$ cat src/rtl/mc_regfile_ctrl.sv
// MCU-facing register file: synchronized async strobes, IDLE/WRITE/READ FSM,
// IO buffer config, PWM on/off with shadowed on-time, and io_din change IRQ.
module mc_regfile_ctrl #(
  parameter int MC_DATA_WIDTH = 16,
  parameter int MC_ADD_WIDTH  = 6,
  parameter int N_IO          = 5
) (
  input  logic                     clock,
  input  logic                     rst_n,
  input  logic                     mc_ce_n,
  input  logic                     mc_we_n,
  input  logic                     mc_oe_n,
  input  logic [MC_ADD_WIDTH-1:0]  mc_add,
  input  logic [MC_DATA_WIDTH-1:0] mc_din,
  output logic [MC_DATA_WIDTH-1:0] mc_dout,
  output logic                     mc_dout_en,
  output logic [N_IO-1:0]          io_oe,
  output logic [N_IO-1:0]          io_od,
  output logic [N_IO-1:0]          io_dir,
  output logic [N_IO-1:0]          io_dout,
  input  logic [N_IO-1:0]          io_din,
  output logic [15:0]              pwm_on,
  output logic [15:0]              pwm_off,
  output logic                     pwm_reset,
  output logic                     irq0_out,
  output logic                     irq0_dir
);
  localparam int DW = MC_DATA_WIDTH;
  localparam int AW = MC_ADD_WIDTH;

  localparam logic [AW-1:0] A_ID   = AW'(0);
  localparam logic [AW-1:0] A_CTRL = AW'(1);
  localparam logic [AW-1:0] A_OE   = AW'(2);
  localparam logic [AW-1:0] A_OD   = AW'(3);
  localparam logic [AW-1:0] A_DIR  = AW'(4);
  localparam logic [AW-1:0] A_DOUT = AW'(5);
  localparam logic [AW-1:0] A_DIN  = AW'(6);
  localparam logic [AW-1:0] A_PON  = AW'(7);
  localparam logic [AW-1:0] A_POFF = AW'(8);
  localparam logic [AW-1:0] A_IRQ  = AW'(9);

  typedef enum logic [1:0] {IDLE, WRITE, READ} state_t;

  logic [2:0]      strb1_q, strb2_q;
  logic [AW-1:0]   add1_q, add2_q;
  logic [DW-1:0]   din1_q, din2_q;
  logic [N_IO-1:0] io1_q, io2_q, io_prev_q;

  state_t          state_q;
  logic [AW-1:0]   wr_addr_q, rd_addr_q;
  logic [DW-1:0]   wr_data_q, dout_q;
  logic [1:0]      ctrl_q;
  logic [N_IO-1:0] oe_q, od_q, dir_q, iodo_q;
  logic [15:0]     shadow_q, pon_q, poff_q;
  logic            irq_q;

  logic ce_s, we_s, oe_s;
  logic commit, irq_set, irq_clr;

  assign ce_s = strb2_q[2];
  assign we_s = strb2_q[1];
  assign oe_s = strb2_q[0];

  assign commit  = (state_q == WRITE) && (we_s || ce_s);
  assign irq_set = (io2_q != io_prev_q);
  assign irq_clr = commit && (wr_addr_q == A_IRQ) && wr_data_q[0];

  function automatic logic [DW-1:0] rd_mux(input logic [AW-1:0] a);
    logic [DW-1:0] r;
    r = '0;
    unique case (1'b1)
      (a == A_ID):   r = DW'(16'hB0A1);
      (a == A_CTRL): r = DW'(ctrl_q);
      (a == A_OE):   r = DW'(oe_q);
      (a == A_OD):   r = DW'(od_q);
      (a == A_DIR):  r = DW'(dir_q);
      (a == A_DOUT): r = DW'(iodo_q);
      (a == A_DIN):  r = DW'(io2_q);
      (a == A_PON):  r = DW'(shadow_q);
      (a == A_POFF): r = DW'(poff_q);
      (a == A_IRQ):  r = DW'(irq_q);
      default:       r = '0;
    endcase
    return r;
  endfunction

  always_ff @(posedge clock or negedge rst_n) begin
    if (!rst_n) begin
      strb1_q <= 3'b111;
      strb2_q <= 3'b111;
      add1_q  <= '0;
      add2_q  <= '0;
      din1_q  <= '0;
      din2_q  <= '0;
      io1_q   <= '0;
      io2_q   <= '0;
    end else begin
      strb1_q <= {mc_ce_n, mc_we_n, mc_oe_n};
      strb2_q <= strb1_q;
      add1_q  <= mc_add;
      add2_q  <= add1_q;
      din1_q  <= mc_din;
      din2_q  <= din1_q;
      io1_q   <= io_din;
      io2_q   <= io1_q;
    end
  end

  always_ff @(posedge clock or negedge rst_n) begin
    if (!rst_n) begin
      state_q   <= IDLE;
      wr_addr_q <= '0;
      rd_addr_q <= '0;
      wr_data_q <= '0;
      dout_q    <= '0;
      ctrl_q    <= '0;
      oe_q      <= '0;
      od_q      <= '0;
      dir_q     <= '0;
      iodo_q    <= '0;
      shadow_q  <= '0;
      pon_q     <= '0;
      poff_q    <= '0;
      irq_q     <= 1'b0;
      io_prev_q <= '0;
    end else begin
      io_prev_q <= io2_q;
      // a change event beats a same-cycle W1C
      if (irq_set)      irq_q <= 1'b1;
      else if (irq_clr) irq_q <= 1'b0;

      unique case (state_q)
        IDLE: begin
          dout_q <= '0;
          if (!ce_s && !we_s) begin
            state_q   <= WRITE;
            wr_addr_q <= add2_q;
            wr_data_q <= din2_q;
          end else if (!ce_s && !oe_s) begin
            state_q   <= READ;
            rd_addr_q <= add2_q;
            dout_q    <= rd_mux(add2_q);
          end
        end
        WRITE: begin
          if (we_s || ce_s) begin
            state_q <= IDLE;
            unique case (1'b1)
              (wr_addr_q == A_CTRL): ctrl_q   <= wr_data_q[1:0];
              (wr_addr_q == A_OE):   oe_q     <= wr_data_q[N_IO-1:0];
              (wr_addr_q == A_OD):   od_q     <= wr_data_q[N_IO-1:0];
              (wr_addr_q == A_DIR):  dir_q    <= wr_data_q[N_IO-1:0];
              (wr_addr_q == A_DOUT): iodo_q   <= wr_data_q[N_IO-1:0];
              (wr_addr_q == A_PON):  shadow_q <= wr_data_q[15:0];
              (wr_addr_q == A_POFF): begin
                poff_q <= wr_data_q[15:0];
                pon_q  <= shadow_q;
              end
              default: ;
            endcase
          end else begin
            wr_addr_q <= add2_q;
            wr_data_q <= din2_q;
          end
        end
        READ: begin
          dout_q <= rd_mux(rd_addr_q);
          if (ce_s || oe_s) state_q <= IDLE;
        end
        default: state_q <= IDLE;
      endcase
    end
  end

  assign mc_dout    = dout_q;
  assign mc_dout_en = (state_q == READ) && !ce_s && !oe_s;
  assign io_oe      = oe_q;
  assign io_od      = od_q;
  assign io_dir     = dir_q;
  assign io_dout    = iodo_q;
  assign pwm_on     = pon_q;
  assign pwm_off    = poff_q;
  assign pwm_reset  = ~ctrl_q[0];
  assign irq0_dir   = ctrl_q[1];
  assign irq0_out   = ctrl_q[1] & irq_q;

endmodule

$ cat config.mk
export PLATFORM = sky130hd
export DESIGN_NAME = mc_regfile_ctrl
export DESIGN_NICKNAME = d
export VERILOG_FILES = /design/src/rtl/mc_regfile_ctrl.sv
export SDC_FILE = /design/constraint.sdc
export NUM_CORES = 1
export LEC_CHECK = 0
export CORE_ASPECT_RATIO = 1.4
export CORE_MARGIN = 2
export CORE_UTILIZATION = 57
export CTS_BUF_LIST = sky130_fd_sc_hd__clkbuf_8
export CTS_CLUSTER_SIZE = 12
export DETAILED_ROUTE_END_ITERATION = 16
export PLACE_DENSITY_LB_ADDON = 0.12
export SLEW_MARGIN = 20
export SYNTH_ARGS = -nofsm -noshare
export SYNTH_HDL_FRONTEND = slang
export SYNTH_SLANG_ARGS = --single-unit
$ cat constraint.sdc
create_clock -name clock -period 2.58 [get_ports clock]
set_clock_uncertainty 0.05 [all_clocks]
set_input_delay 0.258 -clock clock [delete_from_list [all_inputs] [get_ports clock]]
set_output_delay 0.258 -clock clock [all_outputs]
set_load 0.01 [all_outputs]
==> out/qor.csv <==
metric;value;unit
grtUsageTotal;25.30;%
multiInputGateArea;2698;um2
r2r_start;rd_addr_q[2]$_DFFE_PN0P_;
tightestPinTransition;0.6983;ns
pwr-share-clk;30.4;%
antenna_left;0;
coreArea;12810;um2
grt-ovfl-total;0;
drive_gt1_share;28.28;%
synthArstFlopShare;100.0;%
p_seq_share;55.3;%
yosysMostFrequentCell;dfrtp_1;
syn_inst;521;
insertion_delay;0.45;ns
cp.required;2.90;ns
ys_types;51;
synth_flop_cell;dfrtp_1;
final_util;70.82;%
synth.largest_area_cell;dfrtp_1;
min_period;2.293;ns
crit_start;rd_addr_q[2]$_DFFE_PN0P_;
synth_top_cell_area_share;59.07;%
seq_area;4562;um2
syn-cell-area;7456;um2
leakagePower;4.029;nW
slowest_stage;dfrtp_1;
cp_max_fo;15;
place.gp.congestion;0.8719;
rrSetupSlack;0.29;ns
hold_viol_final;0;
post_cts.repair.setup_buffers;0;
tns;0;ns
synthTopCellsByCount;dfrtp_1 (176), mux2_2 (80), mux2_4 (30);
clockBufferDepth;2;
synth_area_leaders;dfrtp_1 (59%), mux2_2 (12%), mux2_4 (6.0%), a22oi_1 (2.9%), dfstp_2 (2.1%);
switching_share;28.87;%
hold_depth;1;
dp_hpwl;11.86;mm
die-width;100.7;um
cts_resized;0;
crit_path_cell_trace;nor4b_4 -> and3_1 -> a22oi_1 -> a21oi_1 -> nor2_1 -> o21ai_0;
cp.arrival;2.61;ns
ctsRootBufferMaster;clkbuf_8;
power_density;695.3;nW/um2
grt_pass1_wl;27.03;mm
worst_setup_path_end_kind;flop;
cp-endpoint;mc_dout[12]$_DFFE_PN0P_;
port_buffers;103;
relSlewSlack;53.45;%
vdd_ir_drop_max;0.4295;mV
worstHoldStart;mc_ce_n;
cts_tree;yes;
pin_count;104;
fp.dieH;139.3;um
start_kind;flop;
worstHoldPathType;input pin to flop;
synth_edf_count;0;
total_power;6.310;mW
synth_nets;553;
cpPeakStageDelay;0.65;ns
drc_errors;0;
diodes;0;
ys_seq_area_share;61.18;%
pwr-share-comb;14.4;%
fmax;0.4361;GHz
areaGrowthSynthToFinish;21.72;%
ys_warn_count;0;
worst_r2r_endpoint;mc_dout[12]$_DFFE_PN0P_;
hold_slack;0.1586;ns
numCtsBuffers;17;
dr.pass1.iters;5;
grt_max_degree;73;
setup_viol;0;
final_nets;666;
cts-htree-levels;4;
path_class;flop to flop;
vias;4778;
max-cap-violations;0;
finalNonFillerCells;800;
antenna_found_initial;0;
post-route-period-util;88.87;%
synth_seq_cells;182;
num_rows;49;
fillers;905;
dieArea;14020;um2
grt_setup_unrepaired;false;
path_clk_slew;0.10;ns
status;complete, no violations;
internal-power;4.488;mW
grt_pass1_vias;4920;
numClockSinks;182;
place_inst;767;
r2r_cells;6;
switching_power;1.822;mW
syn_area_per_cell;14.31;um2
slew_viol_final;0;
initial_core_util;58.19;%
vias_per_cell;5.973;
drt_wl_total;16.62;mm
drtIter0Drc;353;
wl_per_cell;20.78;um
critical path: cells and delay by family, from the launching register on:
kind / cells / cell delay [ns]
DFF: 1 / 0.65
AOI/OAI and AO/OA: 3 / 0.54
and+or+nand+nor: 3 / 0.96
power groups by stage:
stage          Sequential (mW)  Combinational [mW]  Clock, mW
6_report                  3.49               0.905       1.92
5_1_grt                   3.53               0.978       2.08
3_5_place_dp              3.54               0.909          0
3_3_place_gp              3.52               0.889          0
4_1_cts                   3.48               0.916       1.95
2_1_floorplan             3.42               0.500          0
worst min-delay path by stage:
stage                                      end  slack (ns)
after floorplan            add1_q[0]$_DFF_PN0_       -0.09
after global placement    din2_q[12]$_DFF_PN0_        0.28
after detailed placement  din2_q[12]$_DFF_PN0_        0.28
after CTS                 strb1_q[2]$_DFF_PN1_        0.13
after global routing      strb1_q[2]$_DFF_PN1_        0.13
final                     strb1_q[2]$_DFF_PN1_        0.16
what timing repair did:
item,in CTS,in global routing
endpoints found under the setup margin,0,0
hold buffers,1,0
hold endpoints to repair,67,0
registers in the layout, summed over array words and instances, names as in the netlist, 6 cells and up:
name / count
mc_dout: 16
din1_q: 16
shadow_q: 16
din2_q: 16
add2_q: 6
pwm_off: 16
pwm_on: 16
rd_addr_q: 6
wr_data_q: 16
wr_addr_q: 6
add1_q: 6
layout by cell type, fill, tap and decap left out, types with 4 or more instances in the layout:
cell type          n
inv_8              4
a22oi_1           29
nor2_1            14
mux2_2            80
o21ai_0           18
buf_4             18
nand3b_1          10
inv_6              4
clkdlybuf4s50_1  102
mux4_2             4
o22ai_1            7
mux2i_1            8
mux2_4            30
nor3_1             5
nand3_1            4
a21oi_1           25
dfrtp_1          176
nand2_1           23
dfstp_2            6
clkbuf_8          17
and3_1             5
through the flow:
stage          instance area, um2  setup slack (ns)
2_1_floorplan                7456            0.6518
3_3_place_gp                 8670            0.4712
3_5_place_dp                 8670            0.3674
4_1_cts                      9075            0.3363
5_1_grt                      9075            0.1382
6_report                     9075            0.2871
metal layers:
layer  up-vias  GRT usage (%)  share of wire (%)
li1       2137              -                  -
met1      2446          33.17                 42
met2       176          43.05                 52
met3        19          4.520                4.4
met4         0          7.282                1.3
met5         -              0                  0
final cells by class:
| type | instances | area share [%] |
|---|---|---|
| Clock buffer | 17 | 2.578 |
| Clock inverter | 15 | 1.779 |
| Inverter | 3 | 0.1241 |
| Multi-Input combinational cell | 306 | 29.73 |
| Sequential cell | 182 | 50.27 |
| Tap cell | 153 | 2.109 |
| Timing Repair Buffer | 124 | 13.42 |
cell families after synthesis:
logic type | share of synthesized area, %
XOR/XNOR | 0.5875
AO/OA/AOI/OAI | 7.887
AND/OR/NAND/NOR | 7.082
buffers and inverters | 2.702
multiplexers | 20.56
flip-flops | 61.18
Power figures use the tool's default switching activity.
